File: config.mk
export PLATFORM = sky130hd
export DESIGN_NAME = reg_mux4
export DESIGN_NICKNAME = d
export VERILOG_FILES = /design/src/rtl/mux_pkg.sv /design/src/rtl/mux2.sv /design/src/rtl/reg_mux4.sv
export SDC_FILE = /design/constraint.sdc
export NUM_CORES = 1
export LEC_CHECK = 0
export ABC_AREA = 0
export CAP_MARGIN = 20
export CORE_AREA = 2 2 39 41
export CTS_BUF_LIST = sky130_fd_sc_hd__clkbuf_2
export CTS_CLUSTER_DIAMETER = 30
export CTS_CLUSTER_SIZE = 40
export DETAILED_ROUTE_END_ITERATION = 10
export DIE_AREA = 0 0 41 43
export PLACE_DENSITY = 0.71
export SLEW_MARGIN = 20
export SYNTH_ARGS = -nofsm -noshare
export SYNTH_HDL_FRONTEND = slang
export SYNTH_HIERARCHICAL = 1
export SYNTH_SLANG_ARGS = --single-unit
export TNS_END_PERCENT = 5
File: constraint.sdc
create_clock -name clk -period 2.4 [get_ports clk]
set_input_delay 0.48 -clock clk [delete_from_list [all_inputs] [get_ports clk]]
set_output_delay 0.48 -clock clk [all_outputs]
set_load 0.01 [all_outputs]
File: src/rtl/mux_pkg.sv
// Shared selector types and named select codes for the registered 4:1 mux.
package mux_pkg;

    // 2-bit selector used by reg_mux4
    typedef logic [1:0] mux4_sel_t;

    // Named select codes, one per data input
    localparam mux4_sel_t SEL_IN0 = 2'd0;
    localparam mux4_sel_t SEL_IN1 = 2'd1;
    localparam mux4_sel_t SEL_IN2 = 2'd2;
    localparam mux4_sel_t SEL_IN3 = 2'd3;

endpackage : mux_pkg

File: src/rtl/mux2.sv
// Purely combinational N-bit 2:1 word multiplexer, leaf cell of the reg_mux4 tree.
// Ports:
//   in0    - word chosen when select = 0
//   in1    - word chosen when select = 1
//   select - 1-bit selector
//   out    - selected word (combinational)
module mux2 #(
    parameter int unsigned N = 4
) (
    input  logic [N-1:0] in0,
    input  logic [N-1:0] in1,
    input  logic         select,
    output logic [N-1:0] out
);

    // Default arm covers 0 and any X/Z on select, so no latch is inferred
    always_comb begin
        out = in0;
        case (select)
            1'b1:    out = in1;
            default: out = in0;
        endcase
    end

endmodule : mux2

File: src/rtl/reg_mux4.sv
// Parameterised 4:1 word multiplexer with a registered output stage.
// A two-level tree of mux2 cells forms the pre-selected word, which is
// captured into the output register on enabled clock edges.
// Ports:
//   clk       - system clock, rising edge
//   rst       - synchronous active-high reset (priority over en)
//   in0..in3  - N-bit data words, chosen by select = 0..3
//   select    - 2-bit input selector
//   en        - output register load enable
//   out       - registered selected word
//   out_valid - set once a capture with en = 1 has happened since reset
module reg_mux4
    import mux_pkg::*;
#(
    parameter int unsigned    N           = 4,
    parameter logic [N-1:0]   RESET_VALUE = '0
) (
    input  logic         clk,
    input  logic         rst,
    input  logic [N-1:0] in0,
    input  logic [N-1:0] in1,
    input  logic [N-1:0] in2,
    input  logic [N-1:0] in3,
    input  mux4_sel_t    select,
    input  logic         en,
    output logic [N-1:0] out,
    output logic         out_valid
);

    logic [N-1:0] lo_word;      // in0/in1 pick by select[0]
    logic [N-1:0] hi_word;      // in2/in3 pick by select[0]
    logic [N-1:0] sel_word;     // final pick by select[1]

    logic [N-1:0] out_d,       out_q;
    logic         out_valid_d, out_valid_q;

    // Level 1 of the selection tree
    mux2 #(.N(N)) u_lvl1_lo (
        .in0    (in0),
        .in1    (in1),
        .select (select[0]),
        .out    (lo_word)
    );

    mux2 #(.N(N)) u_lvl1_hi (
        .in0    (in2),
        .in1    (in3),
        .select (select[0]),
        .out    (hi_word)
    );

    // Level 2 of the selection tree
    mux2 #(.N(N)) u_lvl2 (
        .in0    (lo_word),
        .in1    (hi_word),
        .select (select[1]),
        .out    (sel_word)
    );

    // Next-state: hold unless enabled, then capture the pre-selected word
    always_comb begin
        out_d       = out_q;
        out_valid_d = out_valid_q;
        if (en) begin
            out_d       = sel_word;
            out_valid_d = 1'b1;
        end
    end

    // Output register with synchronous reset
    always_ff @(posedge clk) begin
        if (rst) begin
            out_q       <= RESET_VALUE;
            out_valid_q <= 1'b0;
        end else begin
            out_q       <= out_d;
            out_valid_q <= out_valid_d;
        end
    end

    assign out       = out_q;
    assign out_valid = out_valid_q;

endmodule : reg_mux4

# Word-level counts from Yosys, hierarchy flattened
# Cells that the tools add are included.
[op_classes] n_mux=3
[ops] op="$mux 4" n=3
[totals] ff_bits=5 inputBits=21 out_inout_bits=5 wordCells=5

# Longest topological paths before layout
# Gate-level depths: netlist of the first run.
[logic_depth] ltp_word=2 ltp_mapped=4 mapped_depth_nobuf=4

# Hierarchy
# Netlist of the first run, hierarchy kept.
[modules_own_cells] module="reg_mux4" n_inst=1 cells_per_inst=16 area_per_inst_um2=173.9
[modules_own_cells] module="mux2" n_inst=3 cells_per_inst=4 area_per_inst_um2=45.0

# Worst setup path before layout of the first run
# Ideal clock, no wire load.
[synth_timing] kind="input port to flip-flop" startpoint="in select[0]" endpoint="reg out_q[0] (netlist: out[0])" arrival_time_ns=1.192 required_time_ns=2.286 setup_slack_ns=1.094 stages=4 cell_sequence="mux2_2 mux2_2 mux2i_1 nor2_1"
[synth_between] elab_chain_len=2 elab_cells_between_ends=3
[synth_lines] element="from (decl)" line="reg_mux4.sv:24" source="input mux4_sel_t select,"
[synth_lines] element="$mux 4" line="mux2.sv:19" source="case (select)"
[synth_lines] element="$mux 4 *" line="mux2.sv:19"
[synth_lines] element="net sel_word[0]" line="reg_mux4.sv:32" source="logic [N-1:0] sel_word;"
[synth_lines] element="to (signal assigned)" line="reg_mux4.sv:76" source="out_q <= out_d;"
[synth_lines] element="to (decl)" line="reg_mux4.sv:34" source="logic [N-1:0] out_d, out_q;"
# The timed path passes the listed nets; every way through them passes the cells marked *.
# A chain may end at the register's enable or synchronous reset.

# Final worst setup path of the first run
[layout_timing] startpoint="in select[0]" endpoint="reg out_q[2] (netlist: out[2])"
[layout_between] elab_chain_len=2 elab_cells_between_ends=3
[layout_lines] element="$mux 4" line="mux2.sv:19"
[layout_lines] element="net hi_word[2]" line="reg_mux4.sv:31" source="logic [N-1:0] hi_word;"
[layout_lines] element="$mux 4" line="mux2.sv:19"
[layout_lines] element="net sel_word[2]" line="reg_mux4.sv:32"
# The timed path passes the listed nets, and every way through them passes these cells.

==> summary.md, run 1 <==
| Metric | Value |
|---|---|
| Tmin final | roughly 1900 ps |
| Largest net degree at the start of global routing | 9 |
| Root Buffer | clkbuf_2 |
| Cell Pwr Density | 425 nW/um2 |
| Initial antenna violation count | 0 |
| Starting DRC count in detailed routing | 9 |
| Setup TNS | 0 ps |
| Worst-Margin Slew | 311 ps |
| Core ar. | approximately 1400 um2 |
| Io pins | 26 |
| RSZ-0062 raised after global routing | false |
| Mapped cell area | 309 um2 |
| FP Rows | 14 |
| DR pass1 iterations | 3 |
| GR Overflow Total | 0 |
| Run status | finished clean |
| Power Total | 0.250 mW |
| Die X | 41 um |
| Crit Path Class | in -> reg |
| Gr usage total | 0.0995 |
| Max_cap viols | 0 |
| CTS-repair resized insts | 0 |
| Min-delay worst type | reg -> reg |
| Maximum vdd drop | 0.278 mV |
| Diodes inserted | 0 |
| Vias in the first global route | ~290 |
| Final layout net count | 78 |
| Avg WL per Cell | 10.0 um |
| Clock Sinks | 5 |
| Post-CTS setup buffer count | 0 |
| Commonest cells post-synth | mux2_2, nor2_1, dfxtp_1, mux2i_1, buf_6 |
| Rel. slew slack | 0.792 |
| IO buf count | 25 |
| H-tree levels | 1 |
| Net Count, Synth | 49 |
| Synth Register Bits | 5 |
| Sequential share of power | 0.371 |
| Placed cells | 68 |
| Sw frac | 0.228 |
| Sw power | 0.0570 mW |
| Area Overhead vs Synth | 90.3% |
| Int Pwr | 0.193 mW |
| Arrival time at the worst endpoint | between 1500 and 2000 ps |
| Fin crit share | 0.777 |
| Syn Inst Count | 28 |
| Slew Limit Fails | 0 |
| Via count | 298 |
| Number of flops mapped to enable cells by yosys | 0 |
| Skew final | 0 ps |
| Critical Path Source Type | input pin |
| DR DRC count | 0 |
| Worst-skew pair later-pin latency | between 200 and 250 ps |
| Post-synth ARST share | 0 |
| Routed WL | ~720 um |
| Crit path required time | 2490 ps |
| Combinational Power Share | 0.326 |
| Mapped Avg Cell Area | 11.0 um2 |
| Clock power share | 0.302 |
| Die area | 1760 um2 |
| Synth area leaders | mux2_2, dfxtp_1, mux2i_1, nor2_1, buf_6 |
| CTS Hold Bufs | 0 |
| Starting Density | 0.223 |
| Clock-pin slew on the worst setup and hold paths | roughly 50 ps |
| Yosys top cell by area | mux2_2 |
| CTS tree | yes |
| Fin cells | 72 |
| Vias/cell | 4.14 |
| RePlAce Congestion | 0.617 |
| Post-synth top area share | 0.437 |
| Static Leak | 0.236 nW |
| CTS Buffer Depth | 2 |
| Count of different cell masters after synthesis | 5 |
| Sequential share of the synthesized area | 0.324 |
| Final ANT Viol Nets | 0 |
| Die H | roughly 43 um |
| Setup crit end kind | flip-flop |
| Highest clock rate | ~540 MHz |
| First-pass GRT wire length | 1170 um |
| Final setup violation count | 0 |
| Fin. Hold Viols | 0 |
| Num CTS Buffers | 3 |
| Primary FF master, synth | dfxtp_1 |
| Most frequent cell after synthesis | mux2_2 |
| Synth Warn # | 6 |
| Critical Path Fanout Max | 8 |
| Area of placed instances | between 500 and 600 um2 |
| Finished Cell Area | 588 um2 |
| Share of cells above drive strength 1 | 0.286 |
[cell type report]
type,count,area [um2]
well taps,16,20.0
flip-flops and latches,5,100
repair buffers,25,250
clock buffers,4,20.0
fillers,145,796
multi-input cells,22,198
[flip-flops by register name (all words and copies together) (netlist names)]
signal     count
out_valid      1
out            4
[cells in the final DEF, fill, tap and decap left out]
cell type | Yosys | final
clkdlybuf4s50_1 | 0 | 25
mux2_2 | 12 | 12
nor2_1 | 6 | 6
dfxtp_1 | 5 | 5
mux2i_1 | 4 | 4
clkbuf_2 | 0 | 4
[power by group through the flow]
stage	sequential (mW)	clock, mW	combinational [mW]
6_report	0.0927	0.0755	0.0815
5_1_grt	0.0932	0.0850	0.0884
4_1_cts	0.0927	0.0811	0.0830
3_5_place_dp	0.0943	0	0.0826
3_3_place_gp	0.0945	0	0.0817
2_1_floorplan	0.0972	0	0.0295
[layer usage]
layer	track usage	share of wire	wire (um)	up-vias
met2	0.178	0.60	435	9
li1	-	-	-	155
met1	0.0839	0.32	229	134
met4	0.0600	0	0	0
met5	0	0	0	-
met3	0.0366	0.082	59	0
[per-stage QoR]
step	util	hold WS, ps	setup slack, ps
after floorplan	-	487	1090
after global placement	0.410	451	338
after detailed placement	0.410	460	309
after CTS	0.425	474	544
after global routing	0.425	505	462
final	0.425	475	535
[worst max-delay path, cell delays in order]
cell,delay [ps]
clkdlybuf4s50_1,650
mux2_2,370
mux2_2,260
mux2i_1,140
nor2_1,60
[cell families after synthesis]
kind of cell,after synthesis,share of synthesized area
buffers and inverters,1,0.0364
muxes,16,0.567
DFF,5,0.324
and+or+nand+nor,6,0.0729
[worst paths after layout]
kind         cells after the start                   start                     end  slack, ps
max                              5               select[0]     out[2]$_SDFFE_PP0P_        540
min                              2  out_valid$_SDFFE_PP0P_  out_valid$_SDFFE_PP0P_        480
max reg2reg                      2     out[0]$_SDFFE_PP0P_     out[0]$_SDFFE_PP0P_       1810
min reg2reg                      2  out_valid$_SDFFE_PP0P_  out_valid$_SDFFE_PP0P_        480
(Power assumes the default switching activity.)
==> inputs of run 2 (changes only) <==
- PLACE_DENSITY: 0.71 -> 0.74
- clock period: 2.4 -> 1.6 ns (I/O delays scaled with it)
==> summary.md, run 2 (same netlist as run 1, synthesis figures left out) <==
| Metric | Value |
|---|---|
| Die X | 41 um (unchanged) |
| FP Rows | 14 (unchanged) |
| First-pass GRT wire length | 1260 um (+7.6%) |
| Skew final | 0 ps (unchanged) |
| Slew Limit Fails | 0 (unchanged) |
| Worst min-delay path startpoint | out_valid$_SDFFE_PP0P_ |
| Arrival time at the worst endpoint | 1090 ps (-870 ps) |
| Worst path max stage delay | 540 ps (-110 ps) |
| Maximum vdd drop | 0.327 mV (+17%) |
| Area Overhead vs Synth | 97.2% |
| Reg2reg setup slack | 1010 ps (-800 ps) |
| Commonest non-fill, non-tap cell in the layout | clkdlybuf4s50_1 |
| Crit path required time | 1280 ps (-1210 ps) |
| Critical Path Fanout Max | 2 (-6) |
| Fin crit share | 0.884 |
| Worst r2r path cells | 2 (unchanged) |
| Finished Cell Area | 609 um2 (+3.6%) |
| Final setup violation count | 0 (unchanged) |
| Setup crit end kind | output pin |
| Static Leak | 0.256 nW (+8.5%) |
| WP buf/inv | 1 (unchanged) |
| Area of placed instances | 583 um2 (+2.6%) |
| Post-CTS setup buffer count | 0 (unchanged) |
| IO buf count | 25 (unchanged) |
| Die area | 1760 um2 (unchanged) |
| Tmin final | 1410 ps |
| Largest net degree at the start of global routing | 6 (-3) |
| Share of cells above drive strength 1 | 0.310 (+0.0246) |
| RePlAce Congestion | 0.555 (-10%) |
| Vias/cell | 4.11 (-0.74%) |
| Starting DRC count in detailed routing | 2 (-7) |
| Crit Path Class | reg -> out |
| CTS tree | yes |
| CTS Buffer Depth | 2 (unchanged) |
| Run status | finished clean |
| Setup TNS | 0 ps (unchanged) |
| DR DRC count | 0 (unchanged) |
| RR Startpoint | out[3]$_SDFFE_PP0P_ |
| Layout fillers | 141 (-2.8%) |
| Routed WL | 747 um (+3.3%) |
| H-tree levels | 1 (unchanged) |
| Max FFs per register | 4 (unchanged) |
| Worst-Margin Slew | 263 ps (-47.9 ps) |
| Gr usage total | 0.109 (+0.00905) |
| Worst Hold End | out_valid$_SDFFE_PP0P_ |
| Vias in the first global route | 319 (+10%) |
| Root Buffer | clkbuf_2 |
| Io pins | 26 (unchanged) |
| Slowest CP cell | clkdlybuf4s50_1 |
| Highest clock rate | 707 MHz |
| Die H | 43 um (unchanged) |
| Critical Path Source Type | flip-flop |
| Hold path cells | 2 (unchanged) |
| Initial antenna violation count | 0 (unchanged) |
| Avg WL per Cell | 10.1 um (+0.53%) |
| DR pass1 iterations | 3 (unchanged) |
| Clock-pin slew on the worst setup and hold paths | 60 ps (about the same) |
| CP cell instances | clkdlybuf4s50_1 |
| Cell Pwr Density | 631 nW/um2 (+49%) |
| GR Overflow Total | 0 (unchanged) |
| Largest delay share family, worst path | buffers and inverters |
| Rel. slew slack | 0.824 (+0.0321) |
| Via count | 304 (+2.0%) |
| Worst R2R End | out[3]$_SDFFE_PP0P_ |
| Num CTS Buffers | 3 (unchanged) |
| Clock Sinks | 5 (unchanged) |
| Final ANT Viol Nets | 0 (unchanged) |
| Most frequent cells in the layout | clkdlybuf4s50_1, mux2_2, nor2_1, dfxtp_1 |
| Worst-skew pair later-pin latency | 220 ps (about the same) |
| Final layout net count | 80 (+2.6%) |
| Crit. Startpoint | out[3]$_SDFFE_PP0P_ |
| Fin. Hold Viols | 0 (unchanged) |
| Min-delay worst type | reg -> reg |
| RSZ-0062 raised after global routing | false |
| Diodes inserted | 0 (unchanged) |
| Max_cap viols | 0 (unchanged) |
| Starting Density | 0.223 (unchanged) |
| Core ar. | 1380 um2 (unchanged) |
==> run 2: cell count changes in the layout (fill, tap and decap cells not counted), sizes merged <==
cell and change:
dlymetal6s2s +1, buf +2, clkdlybuf4s50 -1
==> run 2: worst max path at each step <==
stage | cells after the start | to | slack (ps)
2_1_floorplan | 4 | out[0]$_SDFFE_PP0P_ | 450
3_3_place_gp | 6 | out[0]$_SDFFE_PP0P_ | -240
3_5_place_dp | 6 | out[2]$_SDFFE_PP0P_ | -230
4_1_cts | 6 | out[2]$_SDFFE_PP0P_ | 4
5_1_grt | 1 | out_valid | 130
6_report | 1 | out[3] | 190
==> run 2: layout make-up <==
cell class                 count  area (um2)  share of cell area
clock buffer                   4        20.0              0.0329
multi-input combinational     22         198               0.324
sequential                     5         100               0.164
tap                           16        20.0              0.0329
timing repair buffer          27         272               0.446
==> run 2: through the flow <==
step | setup WS, ps | std cells | hold WS (ps) | utilization | power, mW
floorplan | 454 | 28 | 392 | - | 0.190
global placement | -236 | 70 | 447 | 0.421 | 0.268
detailed placement | -233 | 70 | 470 | 0.421 | 0.268
CTS | 3.79 | 74 | 484 | 0.436 | 0.395
global route | 132 | 74 | 504 | 0.440 | 0.410
finish | 186 | 74 | 482 | 0.440 | 0.385
==> run 2: power by group <==
| part | switching (mW) | leakage, nW | internal [mW] |
|---|---|---|---|
| logic | 0.0343 | 0.198 | 0.0920 |
| clock network | 0.0531 | 0.0166 | 0.0662 |
| registers | 0.00481 | 0.0414 | 0.134 |
| total | 0.0922 | 0.256 | 0.292 |
==> run 2: per-layer routing <==
metal | global-route usage | vias up | routed length [um]
li1 | - | 158 | -
met1 | 0.113 | 137 | 278
met2 | 0.172 | 9 | 434
met3 | 0.0157 | 0 | 34
met4 | 0.100 | 0 | 0
met5 | 0 | - | 0
==> run 2: what timing repair did <==
item	4_1_cts	5_1_grt
setup endpoints to repair	0	4
hold buffers	0	0
resized for setup	0	2
